**config.mk**
```make
export PLATFORM = sky130hd
export DESIGN_NAME = pe_stream_feeder
export DESIGN_NICKNAME = d
export VERILOG_FILES = /design/src/rtl/pe_stream_feeder.sv
export SDC_FILE = /design/constraint.sdc
export NUM_CORES = 1
export LEC_CHECK = 0
export ABC_AREA = 1
export CORE_MARGIN = 5
export CORE_UTILIZATION = 45
export CTS_BUF_LIST = sky130_fd_sc_hd__clkbuf_8
export DETAILED_ROUTE_END_ITERATION = 12
export PLACE_DENSITY = 0.77
export SLEW_MARGIN = 30
export SYNTH_ARGS = -nofsm -noshare
export SYNTH_HDL_FRONTEND = slang
export SYNTH_SLANG_ARGS = --single-unit
export TNS_END_PERCENT = 30
```
**constraint.sdc**
```tcl
create_clock -name clk -period 2.25 [get_ports clk]
set_input_delay 0.45 -clock clk [delete_from_list [all_inputs] [get_ports clk]]
set_output_delay 0.45 -clock clk [all_outputs]
set_load 0.02 [all_outputs]
```
**src/rtl/pe_stream_feeder.sv**
```systemverilog
// rtl/pe_stream_feeder.sv - operand burst driver and result collector for one systolic PE
module pe_stream_feeder #(
  parameter int DW      = 8,
  parameter int ACCW    = 32,
  parameter int DEPTH   = 16,
  parameter int AW      = 4,
  parameter int TIMEOUT = 8
) (
  input  logic            clk,
  input  logic            rstn,
  input  logic            load_en,
  input  logic [AW-1:0]   load_addr,
  input  logic [DW-1:0]   load_w,
  input  logic [DW-1:0]   load_a,
  input  logic            start,
  input  logic [AW:0]     len,
  output logic            busy,
  output logic            done,
  output logic            err,
  output logic [ACCW-1:0] result,
  output logic            pe_fire,
  output logic [DW-1:0]   pe_w,
  output logic [DW-1:0]   pe_a,
  input  logic            pe_out_f,
  input  logic [ACCW-1:0] pe_out
);

  typedef enum logic [1:0] {IDLE, STREAM, DRAIN, DONE} state_t;

  localparam int TW = $clog2(TIMEOUT + 1);
  localparam int CW = (AW + 1 > TW) ? AW + 1 : TW;
  localparam logic [AW:0] DEPTH_L = (AW + 1)'(DEPTH);

  state_t state, state_n;
  logic [CW-1:0]   cnt, cnt_n;
  logic [AW:0]     len_q, len_n;
  logic            prev_f;
  logic            fire_n, busy_n, done_n, err_n;
  logic [DW-1:0]   w_n, a_n;
  logic [ACCW-1:0] result_n;
  logic [AW:0]     len_clamp;
  logic            can_load;

  logic [DW-1:0] w_mem [DEPTH];
  logic [DW-1:0] a_mem [DEPTH];

  assign can_load  = (state == IDLE) || (state == DONE);
  assign len_clamp = (len > DEPTH_L) ? DEPTH_L : len;

  // Operand storage is deliberately left out of reset.
  always_ff @(posedge clk) begin
    if (load_en && can_load) begin
      w_mem[load_addr] <= load_w;
      a_mem[load_addr] <= load_a;
    end
  end

  always_ff @(posedge clk or negedge rstn) begin
    if (!rstn) begin
      state   <= IDLE;
      cnt     <= '0;
      len_q   <= '0;
      prev_f  <= 1'b0;
      busy    <= 1'b0;
      done    <= 1'b0;
      err     <= 1'b0;
      result  <= '0;
      pe_fire <= 1'b0;
      pe_w    <= '0;
      pe_a    <= '0;
    end else begin
      state   <= state_n;
      cnt     <= cnt_n;
      len_q   <= len_n;
      prev_f  <= pe_out_f;
      busy    <= busy_n;
      done    <= done_n;
      err     <= err_n;
      result  <= result_n;
      pe_fire <= fire_n;
      pe_w    <= w_n;
      pe_a    <= a_n;
    end
  end

  always_comb begin
    state_n  = state;
    cnt_n    = cnt;
    len_n    = len_q;
    fire_n   = 1'b0;
    w_n      = '0;
    a_n      = '0;
    done_n   = 1'b0;
    err_n    = err;
    result_n = result;
    case (state)
      IDLE, DONE: begin
        state_n = IDLE;
        if (start) begin
          result_n = '0;
          err_n    = 1'b0;
          cnt_n    = '0;
          if (len == '0) begin
            state_n = DONE;
            done_n  = 1'b1;
          end else begin
            state_n = STREAM;
            len_n   = len_clamp;
          end
        end
      end
      STREAM: begin
        // The buffer read lags the accepting edge by one cycle, so a load in the start cycle is seen.
        if (cnt < CW'(len_q)) begin
          fire_n = 1'b1;
          w_n    = w_mem[cnt[AW-1:0]];
          a_n    = a_mem[cnt[AW-1:0]];
          cnt_n  = cnt + CW'(1);
        end else begin
          state_n = DRAIN;
          cnt_n   = '0;
        end
      end
      DRAIN: begin
        if (prev_f && !pe_out_f) begin
          result_n = pe_out;
          done_n   = 1'b1;
          state_n  = DONE;
        end else if (cnt == CW'(TIMEOUT - 1)) begin
          err_n   = 1'b1;
          done_n  = 1'b1;
          state_n = DONE;
        end else begin
          cnt_n = cnt + CW'(1);
        end
      end
      default: state_n = IDLE;
    endcase
    busy_n = (state_n == STREAM) || (state_n == DRAIN);
  end

endmodule

```
## Word level (Yosys, flattened, before mapping)

Memory sizes are Yosys's and may differ from the RTL's.
Cells that the tools add are included.
W data, S select, Z words.

| storage, ports and cells | value |
|---|---|
| register bits | 65 |
| bits in writable memories | 256 |
| bits of input ports | 62 |
| output and inout port bits | 52 |
| logic and storage cells | 73 |
| memories | 2 |

Memory list:

| memory | words | bits a word | rd ports | clocked after memory_dff | wr ports | RTL line | text |
|---|---|---|---|---|---|---|---|
| a_mem | 16 | 8 | 1 | 0 | 1 | 45 | `logic [DW-1:0] a_mem [DEPTH];` |
| w_mem | 16 | 8 | 1 | 0 | 1 | 44 | `logic [DW-1:0] w_mem [DEPTH];` |

| operators by class | value |
|---|---|
| add/sub/neg operators | 1 |
| magnitude comparators | 2 |
| equal/unequal tests | 11 |
| muxes and demuxes | 32 |
| bitwise gates (word level) | 1 |
| reductions and logical operators | 13 |

Operators with widths:

| operator | number |
|---|---|
| $mux W32 | 2 |
| $pmux W32 S2 | 1 |
| $mux W8 | 4 |
| $mux W5 | 5 |
| $pmux W5 S3 | 1 |
| $mux W1 | 11 |
| $mux W2 | 5 |
| $ne A2 B2 Y1 const B | 5 |
| $reduce_and A3 Y1 | 3 |
| $eq A2 B2 Y1 const B | 3 |
| $pmux W2 S3 | 1 |
| $add A5 B1 Y5 const B | 1 |
| $eq A5 B3 Y1 const B | 1 |
| $gt A5 B5 Y1 const B | 1 |
| $logic_not A5 Y1 | 1 |
| $lt A5 B5 Y1 | 1 |
| $eq A2 B1 Y1 const B | 2 |
| $pmux W1 S2 | 2 |
| $reduce_and A4 Y1 | 1 |
| $logic_and A1 B1 Y1 | 2 |
| $logic_not A2 Y1 | 1 |
| $logic_or A1 B1 Y1 | 2 |
| $reduce_bool A2 Y1 | 1 |
| $reduce_or A2 Y1 | 1 |
| other kinds (2) | 2 |

## Depth between registers and ports, before layout

| logic depth | value |
|---|---|
| depth after elaboration | 6 |
| mapped depth | 12 |
| mapped depth without buffers | 12 |

## Worst setup path before layout

OpenSTA, ideal clock, no wires.

| path | value |
|---|---|
| kind | reg2reg |
| from | register state[0] |
| to | memory a_mem[10][0], enable pin |
| library setup time | 0.388 ns |
| data arrival time | 1.686 ns |
| required time | 1.862 ns |
| slack | 0.176 ns |
| stages on the path, launching flop included | 7 |
| path buffers | 0 |
| period minus slack after synthesis | 2.074 ns |
| cells stage by stage | dfrtp_1 -> inv_1 -> ha_1 -> nand2_1 -> inv_1 -> nand3_1 -> nor2_1 |

| on the way | value |
|---|---|
| longest elaborated chain between the ends | 5 |
| elaborated cells between the ends (all ways) | 6 |
| classes of those cells | 1 x eq/ne; 2 x mux; 3 x reduce/logical |

RTL lines:

| item | RTL line | text |
|---|---|---|
| start: declaration | 34 | `state_t state, state_n;` |
| start signal: assignment | 72 | `state <= state_n;` |
| $eq A2 B2 Y1 / $logic_not A2 Y1 (equally long branches) | 47 | `assign can_load = (state == IDLE) \|\| (state == DONE);` |
| $logic_or A1 B1 Y1 (*) | 47 |  |
| $logic_and A1 B1 Y1 (*) | 52 | `if (load_en && can_load) begin` |
| $mux W1 (*) | 52 |  |
| $mux W1 (implied by the code) (*) | 54 | `a_mem[load_addr] <= load_a;` |
| end: declaration | 45 |  |

Every way passes the cells marked *; elsewhere a longest branch is shown, timed or not.

## Worst setup path in the final report

| path | value |
|---|---|
| from | register pe_w[4] |
| to | output pe_w[4] |

RTL lines:

| item | RTL line | text |
|---|---|---|
| start: declaration | 22 | `output logic [DW-1:0] pe_w,` |
| start signal: assignment | 81 | `pe_w <= w_n;` |

No word-level cell between the ends.

==> run_results.csv <==
group,metric,value,unit
cts,path_clk_slew,60,ps
routing,viasPerCell,5.362,
pwr,leakage,5.942,nW
routing,drtIter0Drc,887,
floorplan,die_height,179.2,um
worst_setup_path,worstPathCellList,"clkdlybuf4s50_1",
timing,hold_violations,0,
pwr,clockPowerShare,0.281,
cts,post_cts_buffers,0,
timing,worst_pin_slew,727.9,ps
worst_setup_path,worstSetupPathType,"reg -> out",
worst_setup_path,endpoint_kind,"primary output",
pwr,p_sw_frac,0.3324,
routing,antenna_left,0,
timing,rsz0062_at_grt,"false",
worst_setup_path,crit_family,"buffers and inverters",
worst_setup_path,start_kind,"flop",
floorplan,die_w,179.2,um
timing,report.final.slew_viol_count,0,
cells_and_area,final_cell_mix,"nand2_1 (283), edfxtp_1 (256), a21oi_1 (125), nand3_1 (115), clkdlybuf4s50_1 (112)",
yosys,syn-num-nets,1169,
pwr,intPower,10.78,mW
yosys,syn_inst,1100,
floorplan,design.core.area,28470,um2
grt,antenna_found_initial,0,
routing,drcViolationCount,0,
pwr,p_sw,5.368,mW
worst_setup_path,cp_slowest_cell,"clkdlybuf4s50_1",
grt,grt-ovfl-total,0,
pwr,seq_power_share,0.438,
grt,grt_first_pass_wirelength,48250,um
yosys,ys_seq_elements,321,
place,hpwl,19650,um
cts,numCtsBuffers,49,
timing,skew,16.55,ps
pwr,worst_ir_drop_vdd,0.8243,mV
yosys,ys_seq_area_frac,0.7229,
timing,min_period_over_period,0.9034,
grt,grt_pass1_vias,8890,
worst_setup_path,crit_arrival,1580,ps
cells_and_area,n_fill_cell,2285,
timing,finalSetupViolations,0,
place,port_buffers,113,
timing,min_period,2033,ps
cells_and_area,layout.cells.most_common,"nand2_1",
yosys,syn_avg_cell_area,11.71,um2
min_path,holdCritPathClass,"in -> reg",
pwr,power_density,1032,nW/um2
pwr,combPwrFrac,0.280,
routing,vias,8971,
routing,dr.pass1.iters,6,
floorplan,start_util,0.4525,
routing,post_drt_wl_per_cell,18.55,um
run,cap_viol_max_count,0,
cells_and_area,final_util,0.5497,
floorplan,dieArea,32110,um2
floorplan,num_rows,62,
cells_and_area,drive_gt1_frac,0.09542,
timing,relSlewSlack,0.5147,
place,place.gp.congestion,0.8277,
worst_setup_path,critPathBufInv,1,
worst_setup_path,worst_ep_required_time,1800,ps
yosys,syn_area,12880,um2
cts,cts-root-buf,"clkbuf_8",
grt,grt_max_degree,77,
floorplan,ios,114,
cts,cts_buffer_depth,3,
pwr,total_power,16.15,mW
cells_and_area,num_antenna_cells,0,
cts,clk-insertion-delay-late,570,ps
cells_and_area,areaGrowthSynthToFinish,21.46,%
cts,htree_levels,2,
yosys,ys_warn_count,0,
cts,cts_resized,0,
status,status,"completed",
yosys,ys_types,27,
timing,max_freq,491.9,MHz
worst_setup_path,cpPeakStageDelay,620,ps
cells_and_area,nNetsFinal,1320,
worst_setup_path,worstPathMaxFanout,1,
grt,grtUsageTotal,0.1914,
routing,finalWirelength,31040,um
timing,tns,0,ps
cts,tritoncts,"yes",
cts,clock_sink_count,321,
-- per-layer routing --
layer / up-vias / GRT usage / share of wire
met4: 0 / 0.05141 / 0.017
met1: 4340 / 0.2578 / 0.40
met2: 435 / 0.3219 / 0.49
met5: - / 0 / 0
li1: 4142 / - / -
met3: 54 / 0.03522 / 0.088
-- sequential cells by signal, indices dropped and copies added (netlist names) --
name and count:
a_mem 128, w_mem 128, result 32, pe_a 8, pe_w 8, cnt 5
len_q 5, state 2, busy 1, done 1, err 1, pe_fire 1
prev_f 1
-- worst paths after layout --
path,startpoint,to,slack [ps],cells past startpoint
max,pe_w[4]$_DFF_PN0_,pe_w[4],220,1
min,pe_out_f,prev_f$_DFF_PN0_,380,1
max reg2reg,state[0]$_DFF_PN0_,a_mem[15][1]$_DFFE_PP_,240,7
min reg2reg,len_q[0]$_DFFE_PN0P_,len_q[0]$_DFFE_PN0P_,510,2
max in group asynchronous,rstn,result[7]$_DFFE_PN0P_,1110,3
min in group asynchronous,rstn,state[0]$_DFF_PN0_,490,2
-- cell families after synthesis --
| logic type | synth area share |
|---|---|
| flip-flops | 0.7229 |
| AND/OR/NAND/NOR | 0.1459 |
| adder cells (fa/ha/maj) | 0.006798 |
| XOR/XNOR | 0.001360 |
| AO/OA/AOI/OAI | 0.08100 |
| buffers and inverters | 0.04205 |
-- what timing repair did --
item,CTS,global route
hold endpoints to repair,27,0
endpoints found under the setup margin,0,0
hold buffers,1,0
-- power groups by stage --
| stage | clock network, mW | registers [mW] | logic (mW) |
|---|---|---|---|
| finish | 4.55 | 7.08 | 4.52 |
| global route | 4.92 | 7.12 | 4.99 |
| CTS | 4.62 | 7.08 | 4.52 |
| detailed placement | 0 | 7.20 | 4.50 |
| global placement | 0 | 7.19 | 4.40 |
| floorplan | 0 | 7.47 | 2.58 |
-- metrics by stage --
| stage | instances | hold slack [ps] | worst slack, ps | cell area, um2 |
|---|---|---|---|---|
| floorplan | 1100 | 154.4 | 175.6 | 12880 |
| global placement | 1583 | 479.6 | 174.1 | 14710 |
| detailed placement | 1583 | 496.0 | 178.6 | 14710 |
| CTS | 1673 | 350.6 | 180.6 | 15650 |
| global route | 1673 | 357.1 | 100.3 | 15650 |
| finish | 1673 | 381.1 | 217.3 | 15650 |
-- area by class of cell --
cell class                      instances  area (um2)  share of cell area
Clock buffer                           55       757.0             0.04837
Clock inverter                         34       175.2             0.01119
Inverter                               59       222.7             0.01423
Multi-Input combinational cell        657        3028              0.1935
Sequential cell                       321        9319              0.5955
Tap cell                              384       480.5             0.03070
Timing Repair Buffer                  163        1667              0.1065
-- synth_stat cells (all sizes together) --
cell | n | area share
nand4 | 5 | 0.0024
nand3 | 115 | 0.045
nand2 | 283 | 0.082
inv | 58 | 0.017
a22oi | 7 | 0.0041
nand3b | 1 | 0.0016
a31oi | 1 | 0.00049
edfxtp | 256 | 0.60
ha | 7 | 0.0068
buf | 48 | 0.020
nor3 | 9 | 0.0035
a211oi | 7 | 0.0041
clkbuf | 15 | 0.0046
nor2 | 36 | 0.011
xor2 | 2 | 0.0014
o21ai | 58 | 0.023
a21oi | 126 | 0.050
dfrtp | 65 | 0.13
clkinv | 1 | 0.00029
No activity file was read; power rests on OpenSTA's default activity.
